[config.mk]
export PLATFORM = sky130hd
export DESIGN_NAME = ifetch_queue
export DESIGN_NICKNAME = d
export VERILOG_FILES = /design/src/rtl/cpu_pkg.sv /design/src/rtl/ifq_fifo.sv /design/src/rtl/ifetch_queue.sv
export SDC_FILE = /design/constraint.sdc
export NUM_CORES = 1
export LEC_CHECK = 0
export ABC_AREA = 0
export CORE_MARGIN = 2
export CORE_UTILIZATION = 65
export CTS_CLUSTER_DIAMETER = 150
export DETAILED_ROUTE_END_ITERATION = 7
export DONT_BUFFER_PORTS = 1
export HOLD_SLACK_MARGIN = 0.06
export PLACE_DENSITY = 0.92
export SETUP_SLACK_MARGIN = 0.2
export SLEW_MARGIN = 20
export SYNTH_ARGS = -nofsm -noshare
export SYNTH_HDL_FRONTEND = slang
export SYNTH_SLANG_ARGS = --single-unit
export TNS_END_PERCENT = 30
[constraint.sdc]
create_clock -name clk -period 10 [get_ports clk]
set_input_delay 2.5 -clock clk [delete_from_list [all_inputs] [get_ports clk]]
set_output_delay 2.5 -clock clk [all_outputs]
set_load 0.02 [all_outputs]
[src/rtl/cpu_pkg.sv]
`default_nettype none
// ============================================================================
// Module   : cpu_pkg
// Brief    : Shared fetch-side types and reset constants for the CPU front end.
// Revision : 1.0 - initial release
// ============================================================================
package cpu_pkg;

  // Word that the decoder treats as a no-operation.
  localparam logic [31:0] NOP_INSTR = 32'h0320_0000;

  // Default first fetch address after reset.
  localparam logic [31:0] RESET_PC  = 32'h0000_0000;

  // One prefetch queue entry: the fetched word and the address it came from.
  typedef struct packed {
    logic [31:0] instr;
    logic [31:0] pc;
  } fetch_entry_t;

endpackage
`default_nettype wire

[src/rtl/ifq_fifo.sv]
`default_nettype none
// ============================================================================
// Module   : ifq_fifo
// Brief    : DEPTH-entry synchronous FIFO of fetch entries with flush.
//            Flush wins over push/pop; push+pop together keep count steady.
// Revision : 1.0 - initial release
// ============================================================================
module ifq_fifo
  import cpu_pkg::*;
#(
  parameter int DEPTH = 4
) (
  input  logic                     clk,
  input  logic                     rst,
  input  logic                     push,
  input  fetch_entry_t             push_data,
  input  logic                     pop,
  input  logic                     flush,
  output logic [$clog2(DEPTH):0]   count,
  output fetch_entry_t             head
);

  localparam int PW = $clog2(DEPTH);
  localparam int CW = PW + 1;

  logic [PW-1:0] rd_ptr_q, rd_ptr_d;
  logic [PW-1:0] wr_ptr_q, wr_ptr_d;
  logic [CW-1:0] count_q, count_d;
  fetch_entry_t  mem_q [DEPTH];

  // Next-state pointers and occupancy; pointers wrap since DEPTH is a power of 2.
  always_comb begin
    rd_ptr_d = rd_ptr_q;
    wr_ptr_d = wr_ptr_q;
    count_d  = count_q;
    if (flush) begin
      rd_ptr_d = '0;
      wr_ptr_d = '0;
      count_d  = '0;
    end else begin
      if (push) wr_ptr_d = wr_ptr_q + PW'(1);
      if (pop)  rd_ptr_d = rd_ptr_q + PW'(1);
      count_d = count_q + CW'(push) - CW'(pop);
    end
  end

  // Pointer/count registers.
  always_ff @(posedge clk) begin
    if (rst) begin
      rd_ptr_q <= '0;
      wr_ptr_q <= '0;
      count_q  <= '0;
    end else begin
      rd_ptr_q <= rd_ptr_d;
      wr_ptr_q <= wr_ptr_d;
      count_q  <= count_d;
    end
  end

  // Storage array; contents are only meaningful below count, so no reset.
  always_ff @(posedge clk) begin
    if (push && !flush) mem_q[wr_ptr_q] <= push_data;
  end

  assign count = count_q;
  assign head  = mem_q[rd_ptr_q];

endmodule
`default_nettype wire

[src/rtl/ifetch_queue.sv]
`default_nettype none
// ============================================================================
// Module   : ifetch_queue
// Brief    : Sequential instruction fetcher with credit-limited imem requests,
//            an in-order prefetch queue and branch redirect with stale-response
//            dropping. Build macro IFQ_BYPASS_EN enables a zero-latency path
//            from imem response to decoder when the queue is empty.
// Revision : 1.0 - initial release
// ============================================================================
module ifetch_queue #(
  parameter int          DEPTH     = 4,
  parameter logic [31:0] RESET_PC  = cpu_pkg::RESET_PC,
  parameter logic [31:0] NOP_INSTR = cpu_pkg::NOP_INSTR
) (
  input  logic        clk,
  input  logic        rst,
  output logic        imem_req,
  output logic [31:0] imem_addr,
  input  logic        imem_gnt,
  input  logic        imem_rvalid,
  input  logic [31:0] imem_rdata,
  output logic        instr_valid,
  output logic [31:0] instr,
  output logic [31:0] instr_pc,
  input  logic        instr_ready,
  input  logic        branch_en,
  input  logic [31:0] branch_target,
  input  logic        halt
);
  import cpu_pkg::*;

  localparam int CW = $clog2(DEPTH) + 1;

  logic [31:0]   fetch_pc_q, fetch_pc_d;
  logic [31:0]   resp_pc_q, resp_pc_d;
  logic [CW-1:0] inflight_q, inflight_d;
  logic [CW-1:0] drop_q, drop_d;
  logic [CW-1:0] fifo_count;
  logic [CW:0]   credit_used;
  logic [31:0]   target_aligned;
  logic          gnt_fire, accept, push, pop, bypass, fifo_empty;
  fetch_entry_t  head, push_entry;
  logic          unused_target_lsbs;

  assign target_aligned     = {branch_target[31:2], 2'b00};
  assign unused_target_lsbs = ^branch_target[1:0];

  // Credits: queued words plus live (non-dropped) in-flight requests may not
  // exceed DEPTH, so every accepted response is guaranteed a free slot.
  assign credit_used = {1'b0, fifo_count} + {1'b0, inflight_q - drop_q};
  assign imem_req    = !rst && !halt && !branch_en
                       && (credit_used < (CW+1)'(DEPTH))
                       && (inflight_q < CW'(DEPTH));
  assign imem_addr   = fetch_pc_q;
  assign gnt_fire    = imem_req && imem_gnt;

  assign fifo_empty  = (fifo_count == '0);
  assign accept      = imem_rvalid && (drop_q == '0) && !branch_en;
  assign pop         = !fifo_empty && instr_ready && !branch_en;
  assign push_entry  = '{instr: imem_rdata, pc: resp_pc_q};

`ifdef IFQ_BYPASS_EN
  // Empty queue and a live response: hand the word straight to the decoder,
  // and only queue it if the decoder is not taking it this cycle.
  assign bypass = fifo_empty && (drop_q == '0) && imem_rvalid && !branch_en;
  assign push   = accept && !(bypass && instr_ready);
`else
  assign bypass = 1'b0;
  assign push   = accept;
`endif

  // Decoder-facing outputs: queue head, else bypassed response, else NOP.
  always_comb begin
    instr_valid = !fifo_empty || bypass;
    instr       = NOP_INSTR;
    instr_pc    = '0;
    if (!fifo_empty) begin
      instr    = head.instr;
      instr_pc = head.pc;
    end else if (bypass) begin
      instr    = imem_rdata;
      instr_pc = resp_pc_q;
    end
  end

  // Fetch PC, response PC, in-flight and drop accounting; branch has priority.
  always_comb begin
    inflight_d = inflight_q + CW'(gnt_fire) - CW'(imem_rvalid);
    fetch_pc_d = fetch_pc_q;
    resp_pc_d  = resp_pc_q;
    drop_d     = drop_q;
    if (branch_en) begin
      fetch_pc_d = target_aligned;
      resp_pc_d  = target_aligned;
      drop_d     = inflight_d;  // every still-outstanding response is stale
    end else begin
      if (gnt_fire) fetch_pc_d = fetch_pc_q + 32'd4;
      if (imem_rvalid && (drop_q != '0)) drop_d = drop_q - CW'(1);
      if (accept) resp_pc_d = resp_pc_q + 32'd4;
    end
  end

  // State registers.
  always_ff @(posedge clk) begin
    if (rst) begin
      fetch_pc_q <= RESET_PC;
      resp_pc_q  <= RESET_PC;
      inflight_q <= '0;
      drop_q     <= '0;
    end else begin
      fetch_pc_q <= fetch_pc_d;
      resp_pc_q  <= resp_pc_d;
      inflight_q <= inflight_d;
      drop_q     <= drop_d;
    end
  end

  ifq_fifo #(
    .DEPTH (DEPTH)
  ) u_fifo (
    .clk       (clk),
    .rst       (rst),
    .push      (push),
    .push_data (push_entry),
    .pop       (pop),
    .flush     (branch_en),
    .count     (fifo_count),
    .head      (head)
  );

endmodule
`default_nettype wire
After elaboration in Yosys (flattened, before gate mapping)
Memory sizes are Yosys's and may differ from the RTL's. A register that Yosys moved wholly into a read port is not among the register bits.
Index checks and enable logic that the tools add are counted.
Widths: inputs -> output; s select.

cells by class
  reduce and logical (&&, ||, !) cells = 22
  muxes and demuxes = 12
  $lt $le $gt $ge = 2
  $add $sub $neg = 11

operators with widths
  cell                   number
  $mux 32                6
  $add 32x3->32 const B  2
  $logic_and 1x1->1      11
  $add 3x1->3            2
  $logic_not 3->1        2
  $mux 3                 2
  $reduce_bool 2->1      3
  $sub 3x1->3            2
  $add 2x1->2 const B    2
  $add 3x3->4            1
  $logic_not 1->1        4
  $lt 4x3->1 const B     1
  $mux 2                 2
  $lt 3x3->1 const B     1
  $reduce_bool 3->1      1
  $sub 3x1->3 const B    1
  $sub 3x3->3            1
  $mux 1                 2
  $reduce_or 2->1        1

storage, ports and cells
  register bits after elaboration = 77
  word-level logic and storage cells = 57
  input bits = 71
  memory bits (writable) = 256
  output and inout port bits = 98
  memories kept = 1

memories
  memory        words  width  rd ports  clocked after Yosys merged registers in  write ports  RTL line        text
  u_fifo.mem_q  4      64     1         1                                        1            ifq_fifo.sv:29  fetch_entry_t mem_q [DEPTH];

Depth between registers and ports, before layout
Gate-level depths: netlist (run 1).

  depth after elaboration = 9
  gate-level depth with buffers = 22
  gate-level depth less buffers = 20

By module
From an unflattened synthesis (run 1), not the netlist that was laid out.

unflattened totals
  cell total of the unflattened synthesis = 917
  area, all modules = 13,967.1 sq um

modules (own cells, without submodules)
  module        cells each  sequential area each (sq um)  instances  area an instance (sq um)
  ifq_fifo      379         7,867.5                       1          9,756.9
  ifetch_queue  538         1,321.3                       1          4,210.3

Worst setup path before layout (run 1)
Ideal clock, no wire load.

  kind = input -> output
  start = in branch_en
  end = out imem_req
  cell stages on the path = 2
  slack = 4,506 ps
  data required time = 7,500 ps
  arrival = 2,994 ps
  cell sequence = nor4_2 -> and3_1

between the ends
  longest elaborated chain between the ends = 4

RTL lines
  what               RTL line            text
  start, declared    ifetch_queue.sv:26  input logic branch_en,
  $logic_not 1->1    ifetch_queue.sv:51  assign imem_req = !rst && !halt && !branch_en
  $logic_and 1x1->1  ifetch_queue.sv:51
  $logic_and 1x1->1  ifetch_queue.sv:52  && (credit_used < (CW+1)'(DEPTH))
  $logic_and 1x1->1  ifetch_queue.sv:53  && (inflight_q < CW'(DEPTH));
  end, declared      ifetch_queue.sv:17  output logic imem_req,

Every way passes these cells.

Final worst setup path (run 1)
Same ends and word-level chain as after synthesis.

==> results.py, run 1 <==
metrics = {
    "floorplanning": {
        "die_w_um": 149,
        "io_pins": 169,
        "start_util_pct": 66.7,
        "die-area_um2": 22100,
        "core_area_um2": 20400,
        "die_h_um": 149,
        "row_count": 52,
    },
    "sta": {
        "slew_viol_final": 0,
        "rsz0062_at_grt": "false",
        "hold_viol": 0,
        "fin_setup_tns_ps": 0,
        "slew_headroom_pct": 33.3,
        "timing.final.crit_share_pct": 55.5,
        "tightest_slew_ps": 997,
        "skew_ps": 7.30,
        "fin_crit_ps": 5550,
        "fmax_ghz": 0.180,
        "setup_violations": 0,
    },
    "critical_path": {
        "timing.rr.start": "inflight_q[0]$_SDFF_PP0_",
        "cp.arrival_ps": 3050,
        "path_cells": "nor4_2 > and3_1",
        "critPathKind": "in -> out",
        "critPathSlowestCell": "and3_1",
        "critPathTopFamily": "simple AND/OR/NAND/NOR gates",
        "crit_buf_inv": 0,
        "slowest_delay_ps": 320,
        "endpoint_kind": "output port",
        "cp.required_ps": 7500,
        "path_max_fanout": 38,
        "crit_start": "branch_en",
        "startpoint_type": "input port",
    },
    "detailed_routing": {
        "drc": 0,
        "vias_per_cell": 6.54,
        "dr.pass1.iters": 5,
        "wl_um": 27100,
        "drt_iter0_drc": 667,
        "num_vias": 7840,
        "wl_per_cell_um": 22.6,
        "postRouteAntennaNets": 0,
    },
    "finish": {
        "n_fill_cell": 1246,
        "antenna_cells": 0,
        "drive_gt1_share_pct": 14.5,
        "final_nets": 995,
        "finish.utilization_pct": 72.4,
        "multiInputGateArea_um2": 4380,
        "seqCellArea_um2": 8950,
        "area.growth.synth_to_final_pct": 8.59,
    },
    "power": {
        "ir_drop_mv": 0.135,
        "power-per-cell-area_nw_per_um2": 197,
        "leakage_nw": 4.75,
    },
    "synth": {
        "synth-seq-area-share_pct": 65.7,
        "ys.flop_type": "edfxtp_1",
        "syn_area_um2": 13600,
        "syn_inst": 917,
        "yosysWarnings": 0,
        "synth-async-reset-ratio_pct": 0,
        "synth-edff-count": 248,
        "synth.distinct_cells": 63,
        "ys_ff_latch": 323,
        "avgSynthCellArea_um2": 14.9,
    },
    "grt": {
        "antenna_found_initial": 0,
        "grt_use_total_pct": 24.6,
        "grt_max_degree": 66,
        "grt_pass1_vias": 7863,
        "grt_pass1_wl_um": 42500,
        "grt-ovfl-total": 0,
    },
    "placement": {
        "port_buffers": 0,
        "dp_hpwl_um": 16200,
        "place.gp.congestion": 0.908,
    },
    "clock_tree": {
        "tritoncts": "built",
        "path_clk_slew_ps": 60,
        "clock-root-buffer": "clkbuf_16",
        "clock_path_buffers": 3,
        "htreeDepth": 1,
        "cts_buffers": 30,
        "postCtsSetupRepairBufs": 0,
        "clock_latency_ps": 540,
        "cts.sinks": 323,
        "cts_resized": 0,
        "postCtsHoldBufs": 0,
    },
    "min_path": {
        "min_path_type": "reg -> reg",
        "hold_start": "resp_pc_q[17]$_SDFFE_PP0P_",
    },
    "status": {
        "run_status": "finished clean",
    },
    "run": {
        "drv_cap": 0,
    },
}
state kept, by name, indices dropped and copies added (netlist names), named ones only:
| name | cells |
|---|---|
| u_fifo.count | 3 |
| u_fifo.rd_ptr_q | 2 |
| imem_addr | 30 |
| drop_q | 3 |
| u_fifo.wr_ptr_q | 2 |
| inflight_q | 3 |
| resp_pc_q | 30 |
| u_fifo.mem_q | 248 |
power by group:
part	internal [mW]	switching, mW
logic	0.0912	0.137
registers	1.51	0.0599
clock network	0.665	0.456
layout by cell type, fill, tap and decap left out, drive strengths merged, types with 5 or more instances in the layout:
master / n
nand2: 44
clkinv: 5
xnor2: 17
dfxtp: 75
inv: 20
mux2i: 5
and2: 7
buf: 8
nor3: 10
and4: 5
nor4: 9
xor2: 23
o21ai: 19
a21oi: 26
and3: 15
a31oi: 18
nor2b: 60
or3: 5
ha: 15
edfxtp: 248
mux4: 62
a211oi: 20
nand3: 25
clkbuf: 48
nor2: 56
nand4: 29
synth_stat cells (3+ instances only):
| cell type | n | area [um2] |
|---|---|---|
| o21ai_0 | 19 | 95.1 |
| and2_1 | 7 | 43.8 |
| fa_1 | 3 | 60.1 |
| a21oi_1 | 26 | 130 |
| a21boi_0 | 4 | 30.0 |
| nand4_1 | 27 | 169 |
| nand3b_1 | 4 | 30.0 |
| nor2b_1 | 60 | 375 |
| nand2_1 | 43 | 161 |
| mux2i_1 | 5 | 50.1 |
| clkbuf_1 | 35 | 131 |
| nand3_1 | 25 | 125 |
| or3_1 | 4 | 25.0 |
| nor4_1 | 5 | 31.3 |
| inv_1 | 20 | 75.1 |
| a211oi_1 | 20 | 150 |
| and3_1 | 14 | 87.6 |
| xnor2_1 | 17 | 149 |
| buf_4 | 6 | 45.0 |
| xor2_1 | 23 | 201 |
| dfxtp_1 | 75 | 1500 |
| and4_1 | 5 | 43.8 |
| nor3_1 | 8 | 40.0 |
| edfxtp_1 | 248 | 7450 |
| or4_1 | 3 | 22.5 |
| ha_1 | 15 | 188 |
| nor2_1 | 56 | 210 |
| buf_2 | 10 | 50.1 |
| o211ai_1 | 4 | 30.0 |
| a31oi_1 | 18 | 113 |
| mux4_2 | 62 | 1400 |
| or2_2 | 3 | 18.8 |
routing by layer:
| layer | GRT usage, % | share of wire [%] | up-vias |
|---|---|---|---|
| met5 | 0 | 0 | - |
| met4 | 5.90 | 1.4 | 0 |
| met3 | 6.61 | 11 | 32 |
| met2 | 39.7 | 48 | 412 |
| met1 | 34.1 | 40 | 3901 |
| li1 | - | - | 3495 |
cell type report:
cell class                 count  share of cell area (%)
clock buffer                  48                    6.10
clock inverter                 7                   0.558
inverter                      21                   0.533
multi-input combinational    522                    29.6
sequential                   323                    60.5
tap                          270                    2.28
timing repair buffer           8                   0.406
per-stage QoR:
step / setup slack [ps] / instances / power [mW] / area (um2) / hold WS, ps
6_report: 4450 / 1199 / 2.92 / 14800 / 552
5_1_grt: 4420 / 1199 / 3.01 / 14800 / 563
4_1_cts: 4450 / 1199 / 2.94 / 14800 / 555
3_5_place_dp: 4370 / 1144 / 1.83 / 13800 / 543
3_3_place_gp: 4410 / 1144 / 1.81 / 13800 / 504
2_1_floorplan: 4510 / 920 / 1.77 / 13600 / 459
final timing paths:
check / cells after the start / to / slack (ps)
worst max-delay path: 2 / imem_req / 4450
worst max register to register: 20 / drop_q[2]$_SDFFE_PP0P_ / 5350
worst min register to register: 0 / u_fifo.mem_q[2][17]$_DFFE_PP_ / 550
worst min-delay path: 0 / u_fifo.mem_q[2][17]$_DFFE_PP_ / 550
logic make-up (layout without fill, tap and decap cells):
group | Yosys count | count (layout) | share of synthesized area [%]
xor+xnor | 40 | 40 | 2.57
buf+inv | 75 | 84 | 2.33
compound gates | 110 | 110 | 5.18
other cells | 1 | 4 | 0.0275
fa+ha+maj | 18 | 18 | 1.82
simple gates | 282 | 282 | 11.7
flops | 323 | 323 | 65.7
mux | 68 | 68 | 10.7
(Power assumes the default switching activity.)
==> run 2: changes to the inputs <==
Settings changed: CORE_UTILIZATION 65 to 57, PLACE_DENSITY 0.92 to 0.86.
Clock period 10 ns to 5 ns, I/O delays scaled along.
==> run 2 against run 1 <==
  * Sequential cell count did not move
  * Highest routed layer unchanged
  * Total power rose by 110%
  * Design area rose by 1.7%
==> results.py, run 2 (same netlist as run 1, synthesis figures left out) <==
metrics = {
    "critical_path": {
        "path_max_fanout": 35,
        "cp.arrival_ps": 2600,
        "endpoint_kind": "output port",
        "critPathKind": "reg -> out",
        "cp.required_ps": 3750,
        "startpoint_type": "flip-flop",
        "timing.rr.start": "inflight_q[0]$_SDFF_PP0_",
    },
    "finish": {
        "final_nets": 1006,
        "largest_reg_flops": 248,
        "area.growth.synth_to_final_pct": 10.4,
        "final_cell_mix": "248 x edfxtp_1, 73 x dfxtp_1, 62 x mux4_2, 60 x nor2b_1, 56 x nor2_1",
        "final_common_cell": "edfxtp_1",
        "top_register": "u_fifo.mem_q",
        "multiInputGateArea_um2": 4380,
        "antenna_cells": 0,
        "fin_cells": 1259,
        "finish.utilization_pct": 64.1,
        "n_fill_cell": 1650,
        "drive_gt1_share_pct": 16.0,
        "seqCellArea_um2": 8950,
    },
    "min_path": {
        "min_path_type": "reg -> reg",
        "hold_start": "resp_pc_q[17]$_SDFFE_PP0P_",
    },
    "grt": {
        "antenna_found_initial": 0,
        "grt_pass1_vias": 7799,
        "grt_pass1_wl_um": 43600,
        "grt_max_degree": 66,
        "grt_use_total_pct": 22.7,
        "grt-ovfl-total": 0,
    },
    "placement": {
        "dp_hpwl_um": 17900,
        "dp.cells": 1200,
        "place.gp.congestion": 0.874,
        "port_buffers": 0,
    },
    "detailed_routing": {
        "postRouteAntennaNets": 0,
        "drc": 0,
        "drt_iter0_drc": 683,
        "vias_per_cell": 6.20,
        "num_vias": 7806,
        "wl_um": 28000,
        "wl_per_cell_um": 22.2,
        "dr.pass1.iters": 5,
    },
    "clock_tree": {
        "htreeDepth": 2,
        "clock-root-buffer": "clkbuf_16",
        "clock_path_buffers": 3,
        "cts.sinks": 323,
        "postCtsSetupRepairBufs": 0,
        "tritoncts": "built",
        "cts_resized": 0,
        "postCtsHoldBufs": 0,
        "cts_buffers": 34,
        "clock_latency_ps": 510,
        "path_clk_slew_ps": 60,
    },
    "power": {
        "leakage_nw": 4.85,
        "ir_drop_mv": 0.233,
        "power-per-cell-area_nw_per_um2": 405,
        "total_power_mw": 6.10,
    },
    "floorplanning": {
        "die_w_um": 159,
        "core_area_um2": 23500,
        "die_h_um": 159,
        "io_pins": 169,
        "row_count": 56,
        "die-area_um2": 25200,
        "start_util_pct": 58.0,
    },
    "sta": {
        "fin_crit_ps": 3850,
        "rsz0062_at_grt": "false",
        "skew_ps": 14.1,
        "fin_setup_tns_ps": 0,
        "slew_headroom_pct": 34.4,
        "tightest_slew_ps": 981,
        "slew_viol_final": 0,
        "hold_viol": 0,
        "setup_violations": 0,
        "fmax_ghz": 0.260,
        "timing.final.crit_share_pct": 77.1,
    },
    "status": {
        "run_status": "finished clean",
    },
    "run": {
        "drv_cap": 0,
    },
}
-- run 2: final cells by class --
| class | count | share of cell area, % |
|---|---|---|
| Clock buffer | 36 | 5.85 |
| Clock inverter | 23 | 1.51 |
| Inverter | 21 | 0.524 |
| Multi-Input combinational cell | 522 | 29.1 |
| Sequential cell | 323 | 59.5 |
| Tap cell | 319 | 2.65 |
| Timing Repair Buffer | 15 | 0.832 |
-- run 2: worst paths after layout --
| kind | end | slack (ps) | cells past startpoint |
|---|---|---|---|
| setup / recovery | instr_pc[17] | 1150 | 3 |
| hold / removal | u_fifo.mem_q[2][17]$_DFFE_PP_ | 540 | 0 |
| setup reg to reg | drop_q[2]$_SDFFE_PP0P_ | 1160 | 20 |
| hold reg to reg | u_fifo.mem_q[2][17]$_DFFE_PP_ | 540 | 0 |
-- run 2: stage by stage --
step / hold slack [ps] / setup WS [ps] / area, um2
final: 543 / 1150 / 15000
after global routing: 572 / 836 / 15000
after CTS: 545 / 1060 / 15000
after detailed placement: 536 / 1160 / 13900
after global placement: 511 / 1210 / 13900
after floorplan: 459 / 1340 / 13600
-- run 2: worst max-delay path, stage by stage, from the launching register on --
cell     delay, ps
dfxtp_4        810
buf_4          440
mux4_2         290
nor2b_1        540
-- run 2: layer usage --
layer  track usage (%)  vias up  share of wire, %  routed length [um]
li1                  -     3522                 -                   -
met1              30.8     3882                41               11400
met2              37.0      364                48               13400
met3              6.02       38               9.8                2750
met4              5.88        0               1.5                 411
met5                 0        -                 0                   0
-- run 2: power breakdown --
part | internal [mW] | switching, mW
clock | 1.49 | 1.01
sequential | 3.02 | 0.121
combinational | 0.185 | 0.276
==> run 3: changes to the inputs <==
Clock period 5 ns to 3.5 ns, I/O delays scaled along.
==> run 3 against run 2 <==
  * Final cell count grew 0.87%
  * Clock power grew 39%
  * Die area is the same
  * Critical path type is now reg -> reg
  * Critical endpoint is now drop_q[2]$_SDFFE_PP0P_
==> results.py, run 3 (same netlist as run 1, synthesis figures left out) <==
metrics = {
    "status": {
        "run_status": "finished clean",
    },
    "sta": {
        "timing.final.crit_share_pct": 94.0,
        "fmax_ghz": 0.304,
        "skew_ps": 9.80,
        "tightest_slew_ps": 805,
        "slew_headroom_pct": 45.8,
        "slew_viol_final": 0,
        "setup_violations": 0,
        "hold_viol": 0,
        "setup_ws_ps": 209,
        "fin_crit_ps": 3290,
        "fin_setup_tns_ps": 0,
        "rsz0062_at_grt": "true",
        "holdWs_ps": 428,
    },
    "placement": {
        "port_buffers": 0,
        "place_ws_ps": 72.8,
        "dp_hpwl_um": 17200,
        "place.gp.congestion": 0.880,
        "dpl_cell_area_um2": 14100,
    },
    "critical_path": {
        "cp.required_ps": 3930,
        "slowest_delay_ps": 350,
        "crit_path_frequent_cell": "inv_2",
        "startpoint_type": "flip-flop",
        "critPathSlowestCell": "fa_2",
        "path_max_fanout": 2,
        "endpoint_kind": "flip-flop",
        "path_cells": "inv_2 > ha_4 > inv_2 > fa_2 > xnor2_2 > xnor2_1 > ha_1 > nor3_2 > and4_4 > inv_2 > ha_4 > inv_2 > ha_4 > inv_2 > fa_2 > xor2_2 > xnor2_1 > nor2_1 > nand2_1 > o21ai_1",
        "critPathKind": "reg -> reg",
        "cp.arrival_ps": 3720,
        "critPathTopFamily": "adder cells",
        "crit_buf_inv": 5,
    },
    "finish": {
        "final_nets": 1015,
        "area.growth.synth_to_final_pct": 11.8,
        "final_common_cell": "edfxtp_1",
        "final_cell_mix": "248 x edfxtp_1, 71 x dfxtp_1, 62 x mux4_2, 60 x nor2b_1, 56 x nor2_1",
        "drive_gt1_share_pct": 18.2,
        "multiInputGateArea_um2": 4450,
        "final_area_um2": 15200,
        "n_fill_cell": 1635,
        "top_register": "u_fifo.mem_q",
        "largest_reg_flops": 248,
        "seqCellArea_um2": 8960,
        "antenna_cells": 0,
    },
    "clock_tree": {
        "cts_buffers": 35,
        "tritoncts": "built",
        "clock_latency_ps": 510,
        "cts.sinks": 323,
        "clock_path_buffers": 3,
        "path_clk_slew_ps": 60,
        "clock-root-buffer": "clkbuf_16",
        "htreeDepth": 2,
    },
    "floorplanning": {
        "die_h_um": 159,
        "die-area_um2": 25200,
        "io_pins": 169,
        "row_count": 56,
        "die_w_um": 159,
        "start_util_pct": 58.0,
        "core_area_um2": 23500,
    },
    "grt": {
        "met3_usage_pct": 6.70,
        "gr-max-usage-layer": "met2",
        "grt_use_met2_pct": 36.1,
        "grt_max_degree": 66,
        "grt_use_total_pct": 22.2,
        "grt-ovfl-total": 0,
        "antenna_found_initial": 0,
        "grt_pass1_vias": 7857,
        "grt_pass1_wl_um": 42900,
        "gr-usage-met1_pct": 29.6,
    },
    "detailed_routing": {
        "drt_iter0_drc": 788,
        "wl_per_cell_um": 22.0,
        "num_vias": 7848,
        "drc": 0,
        "vias_per_cell": 6.18,
        "postRouteAntennaNets": 0,
        "dr.pass1.iters": 5,
        "wl_um": 28000,
    },
    "min_path": {
        "min_path_type": "in -> reg",
    },
    "power": {
        "ir_drop_mv": 0.442,
        "leakage_nw": 4.90,
        "total_power_mw": 8.67,
        "power-per-cell-area_nw_per_um2": 569,
    },
    "run": {
        "drv_cap": 0,
    },
}
-- run 3: cell types whose count changed in the layout (fill, tap and decap cells not counted), moves of 3 or more --
cell      before  now
inv_2          1    5
ha_1          15   12
ha_4           0    3
clkbuf_1       1    6
inv_1         19   15
buf_12         1    7
-- run 3: final cells by class --
type | count | area share [%]
repair buffers | 23 | 1.71
clock inverters | 20 | 1.11
multi-input cells | 522 | 29.2
inverters | 21 | 0.517
well taps | 319 | 2.62
flip-flops and latches | 323 | 58.8
clock buffers | 42 | 6.06
-- run 3: what timing repair did --
action,in CTS,in global routing
endpoints found under the setup margin,3,3
setup buffers,2,0
hold buffers,0,0
gates resized for setup,3,0
pin swaps,10,2
gates cloned,0,0
-- run 3: final timing paths --
path                         startpoint                             to  slack [ps]  cells after the start
max            inflight_q[0]$_SDFF_PP0_         drop_q[2]$_SDFFE_PP0P_         210                     20
min reg2reg  resp_pc_q[17]$_SDFFE_PP0P_  u_fifo.mem_q[1][17]$_DFFE_PP_         550                      0
min                                 rst       inflight_q[1]$_SDFF_PP0_         430                      1
max reg2reg    inflight_q[0]$_SDFF_PP0_         drop_q[2]$_SDFFE_PP0P_         210                     20
-- run 3: stage by stage --
| step | cells | util, % |
|---|---|---|
| 3_3_place_gp | 1206 | 60.1 |
| 5_1_grt | 1270 | 64.9 |
| 2_1_floorplan | 920 | - |
| 3_5_place_dp | 1206 | 60.1 |
| 4_1_cts | 1270 | 64.9 |
| 6_report | 1270 | 64.9 |
-- run 3: layer usage --
metal,share of wire [%],up-vias
met5,0,-
met4,1.7,0
met3,10,46
met2,48,364
met1,40,3895
li1,-,3543
-- run 3: power breakdown --
part           internal (mW)  switching (mW)  leakage (nW)  total [mW]
registers               4.32           0.170          2.88        4.49
logic                  0.304           0.419          1.49       0.723
clock network           2.04            1.42         0.534        3.46
total                   6.66            2.01          4.90        8.67
